[config.mk]
export PLATFORM = sky130hd
export DESIGN_NAME = reg_scoreboard
export DESIGN_NICKNAME = d
export VERILOG_FILES = /design/src/rtl/reg_scoreboard.sv
export SDC_FILE = /design/constraint.sdc
export NUM_CORES = 1
export LEC_CHECK = 0
export ABC_AREA = 1
export CAP_MARGIN = 20
export CORE_UTILIZATION = 35
export DETAILED_ROUTE_END_ITERATION = 12
export GPL_TIMING_DRIVEN = 0
export SLEW_MARGIN = 10
export SYNTH_ARGS = -nofsm -noshare
export SYNTH_HDL_FRONTEND = slang
export SYNTH_SLANG_ARGS = --single-unit
[constraint.sdc]
create_clock -name clk -period 3 [get_ports clk]
set_input_delay 0.9 -clock clk [delete_from_list [all_inputs] [get_ports clk]]
set_output_delay 0.9 -clock clk [all_outputs]
set_load 0.01 [all_outputs]
[src/rtl/reg_scoreboard.sv]
// Per-register write-pending scoreboard feeding the ID-stage hazard (optional SB_FORWARDING_EN: load-use-only source stall).
// Latency: hazard is combinational; counters, pending_cnt and sb_error update one cycle after accept/retire.
// Backpressure: hazard stalls ID; freeze holds all state; flush squashes the ID instruction without touching counters.
module reg_scoreboard #(
    parameter int unsigned MAX_PEND = 3
) (
    input  logic       clk,
    input  logic       rst,
    input  logic       issue_valid,
    input  logic       issue_wb_en,
    input  logic [3:0] issue_dest,
    input  logic       issue_is_load,
    input  logic [3:0] src1,
    input  logic       src1_en,
    input  logic [3:0] src2,
    input  logic       two_src,
    input  logic       freeze,
    input  logic       flush,
    input  logic       wb_en,
    input  logic [3:0] dest_wb,
    output logic       hazard,
    output logic [5:0] pending_cnt,
    output logic       sb_error
);

    localparam logic [1:0] MAX_CNT = 2'(MAX_PEND);

    logic [1:0] cnt [16];
    logic       load_v_q;
    logic [3:0] load_dest_q;

    logic accept;
    logic retire;
    logic ret_ok;
    logic sat;
    logic src_hazard;

`ifdef SB_FORWARDING_EN
    always_comb begin
        src_hazard = load_v_q && ((src1_en && (src1 == load_dest_q)) ||
                                  (two_src && (src2 == load_dest_q)));
    end
`else
    logic busy1;
    logic busy2;
    logic load_unused;

    // The register file writes on negedge, so the last pending write retiring this cycle is already readable.
    always_comb begin
        busy1 = (cnt[src1] != 2'd0) &&
                !((cnt[src1] == 2'd1) && wb_en && (dest_wb == src1));
        busy2 = (cnt[src2] != 2'd0) &&
                !((cnt[src2] == 2'd1) && wb_en && (dest_wb == src2));
        src_hazard = (src1_en && busy1) || (two_src && busy2);
    end

    assign load_unused = load_v_q ^ (^load_dest_q);
`endif

    // Saturation is judged on the pre-retire count: a same-cycle retire does not free a slot.
    always_comb begin
        sat    = issue_wb_en && (cnt[issue_dest] == MAX_CNT);
        hazard = !rst && issue_valid && (src_hazard || sat);
        accept = issue_valid && issue_wb_en && !hazard && !freeze && !flush;
        retire = wb_en && !freeze;
        ret_ok = retire && (cnt[dest_wb] != 2'd0);
    end

    always_ff @(posedge clk or posedge rst) begin
        if (rst) begin
            for (int r = 0; r < 16; r++) begin
                cnt[r] <= 2'd0;
            end
            load_v_q    <= 1'b0;
            load_dest_q <= 4'd0;
            pending_cnt <= 6'd0;
            sb_error    <= 1'b0;
        end else begin
            for (int r = 0; r < 16; r++) begin
                if (accept && (issue_dest == 4'(r)) && !(ret_ok && (dest_wb == 4'(r)))) begin
                    cnt[r] <= cnt[r] + 2'd1;
                end else if (ret_ok && (dest_wb == 4'(r)) && !(accept && (issue_dest == 4'(r)))) begin
                    cnt[r] <= cnt[r] - 2'd1;
                end
            end

            if (accept && !ret_ok) begin
                pending_cnt <= pending_cnt + 6'd1;
            end else if (!accept && ret_ok) begin
                pending_cnt <= pending_cnt - 6'd1;
            end

            if (retire && (cnt[dest_wb] == 2'd0)) begin
                sb_error <= 1'b1;
            end

            if (!freeze) begin
                load_v_q <= accept && issue_is_load;
                if (accept) begin
                    load_dest_q <= issue_dest;
                end
            end
        end
    end

endmodule

==> reports/qor.yml <==
logic_synthesis:
  syn_area_um2: 3560
  synthesis.instances: 548
  ys_warn_count: 0
  synth.distinct_cells: 31
  ys_seq_elements: 39
  synth.avg_cell_area_um2: 6.50
  syn_nets: 596
  seq_area_frac_synth_pct: 27.4
timing:
  period_minus_slack_ns: 3.12
  tightest_slew_ns: 0.500
  relSlewSlack_pct: 66.5
  slew_viol_final: 0
  finalSetupViolations: 10
  final.setup.worst_slack_ns: -0.120
  clock.fmax_mhz: 321
  hold_violations: 0
  clock_skew_ns: 0.0110
  rsz0062_at_grt: "yes"
  hold_ws_ns: 0.467
  post-route-period-util_pct: 104
routing:
  drt-wirelength-per-cell_um: 16.6
  first_pass_iters: 5
  drt_iter0_markers: 290
  ant_nets: 0
  wirelength_um: 12200
  via_per_inst: 5.35
  drc_errors: 0
  via_count: 3951
floorplanning:
  core_area_um2: 9820
  dieArea_um2: 10600
  io_pins: 34
  rows: 36
  die_x_um: 103
  initial_core_util_pct: 36.3
  die-height_um: 103
critical_path:
  arrival_ns: 3.35
  cp-start-kind: "primary input"
  r2r_slack_ns: 0.15
  cp_slowest_stage_delay_ns: 0.20
  cp-end-kind: "flop"
  timing.rr.end: "pending_cnt[5]$_DFFE_PP0P_"
  crit_type: "in -> reg"
  r2r_cells: 24
  crit_slowest_cell: "ha_4"
  path_max_fanout: 5
  cp.required_ns: 3.23
  rr_startpoint: "cnt[30]$_DFFE_PP0P_"
placement:
  dpl.hpwl_um: 8610
  globalplace.congestion: 0.901
  pre_cts_ws_ns: -1.39
  io_buffers: 27
clock_tree:
  cts_buffers: 5
  cts_hold_buf: 0
  clock_sinks: 39
  clock_latency_ns: 0.30
  cts-root-buf: "clkbuf_8"
  tritoncts: "yes"
  htreeDepth: 2
  clk_path_buf_depth: 2
  clkTransAtPathRegs_ns: 0.09
power_and_ir_drop:
  power_leakage_nw: 2.19
  switching_power_w: 0.00136
  p_clk_share_pct: 14.1
  total_power_w: 0.00293
  swShare_pct: 46.4
  sequentialPowerShare_pct: 40.2
  p_int_w: 0.00157
  combPwrFrac_pct: 45.7
  p_per_area_nw_per_um2: 607
  ir_worst_vdd_mv: 0.273
grt:
  grt_max_degree: 22
  grt_use_total_pct: 23.7
  grt_pass1_wl_um: 18900
  grt_pass1_vias: 3602
  grt_antenna_before_repair: 0
  grt_overflow: 0
hold_path:
  worstHoldEndpoint: "pending_cnt[5]$_DFFE_PP0P_"
  holdPathStages: 1
  worstHoldStart: "pending_cnt[5]$_DFFE_PP0P_"
  min_path_type: "reg -> reg"
layout:
  final_cell_mix: "nand2_1 (152), inv_1 (45), o21ai_0 (39), dfrtp_1 (39)"
  antenna_cells: 0
  nets: 652
  drive_above_1_share_pct: 27.1
  multi_input_area_um2: 2630
  n_fill_cell: 995
  seq_area_um2: 976
  syn_to_final_growth_pct: 35.1
  layout_commonest_cell: "nand2_1"
job:
  maxCapViolations: 0
outcome:
  outcome: "finished, violations left"
  violations: "negative setup slack"
## power groups by stage
stage               logic (W)  registers (W)  clock network (W)
floorplan            0.000788        0.00100                  0
global placement      0.00107        0.00114                  0
detailed placement    0.00110        0.00115                  0
CTS                   0.00124        0.00115           0.000421
global route          0.00149        0.00121           0.000444
finish                0.00134        0.00117           0.000413
## critical path: cells and delay by family
family	cells	cell delay, ns
buffers and inverters	5	0.38
and+or+nand+nor	13	1.01
adders and majority gates	2	0.37
xor gates and xnor gates	1	0.14
AOI/OAI and AO/OA	4	0.53
## kinds of logic (layout without fill, tap and decap cells)
logic type / after synthesis / after routing / synth area share, %
and+or+nand+nor: 280 / 281 / 32.9
buffers and inverters: 78 / 134 / 9.73
DFF: 39 / 39 / 27.4
adders and majority gates: 22 / 22 / 7.94
AOI/OAI and AO/OA: 94 / 94 / 13.4
xor gates and xnor gates: 35 / 35 / 8.60
## worst max-delay path by stage
| stage | from | to | slack (ns) | depth (start not counted) |
|---|---|---|---|---|
| after global routing | src2[0] | pending_cnt[5]$_DFFE_PP0P_ | -0.33 | 27 |
| after detailed placement | issue_dest[1] | pending_cnt[5]$_DFFE_PP0P_ | -1.39 | 26 |
| final | issue_dest[0] | pending_cnt[5]$_DFFE_PP0P_ | -0.12 | 25 |
| after floorplan | src2[0] | pending_cnt[5]$_DFFE_PP0P_ | -0.32 | 28 |
| after CTS | src2[0] | pending_cnt[5]$_DFFE_PP0P_ | -0.17 | 28 |
| after global placement | issue_dest[1] | pending_cnt[5]$_DFFE_PP0P_ | -1.39 | 26 |
## layer usage
metal,global-route usage (%),up-vias,wire (um)
met2,35.9,219,5440
li1,-,1872,-
met1,32.4,1815,5090
met5,0,-,0
met3,4.81,45,1190
met4,11.2,0,496
## per-stage QoR
| step | instances | utilization, % | TNS, ns | area, um2 |
|---|---|---|---|---|
| 6_report | 738 | 49.0 | -0.476 | 4820 |
| 5_1_grt | 738 | 49.0 | -1.58 | 4820 |
| 4_1_cts | 732 | 46.5 | -1.05 | 4570 |
| 3_5_place_dp | 709 | 41.9 | -28.99 | 4120 |
| 3_3_place_gp | 708 | 41.7 | -29.09 | 4090 |
| 2_1_floorplan | 548 | - | -0.546 | 3650 |
## cells in the mapped netlist, drive strengths merged
cell type | n | area [um2]
o31ai | 1 | 7.51
nand3 | 44 | 225
inv | 64 | 240
nor2 | 49 | 214
fa | 1 | 20.0
buf | 12 | 98.8
a21oi | 36 | 180
clkbuf | 1 | 3.75
or2 | 1 | 6.26
dfrtp | 39 | 976
a31oi | 1 | 6.26
nand2 | 179 | 682
nor3 | 2 | 15.0
o21ai | 53 | 265
nand4 | 5 | 31.3
o22ai | 3 | 18.8
xnor2 | 25 | 219
xor2 | 10 | 87.6
clkinv | 1 | 3.75
ha | 21 | 263
## final cells by class
type / count / share of cell area, %
plain buffers: 12 / 3.09
inverters: 65 / 5.85
clock inverters: 1 / 0.156
multi-input cells: 432 / 54.6
clock buffers: 7 / 2.00
well taps: 133 / 3.46
flip-flops and latches: 39 / 20.3
repair buffers: 49 / 10.6
## registers in the layout, summed over array words and instances (netlist names)
name	count
sb_error	1
cnt	32
pending_cnt	6
## timing repair
item,in CTS,in global routing
gates resized for setup,135,64
pin swaps,30,26
cloned,6,1
setup endpoints to repair,39,31
buffers inserted,9,6
No activity file was read; power rests on OpenSTA's default activity.
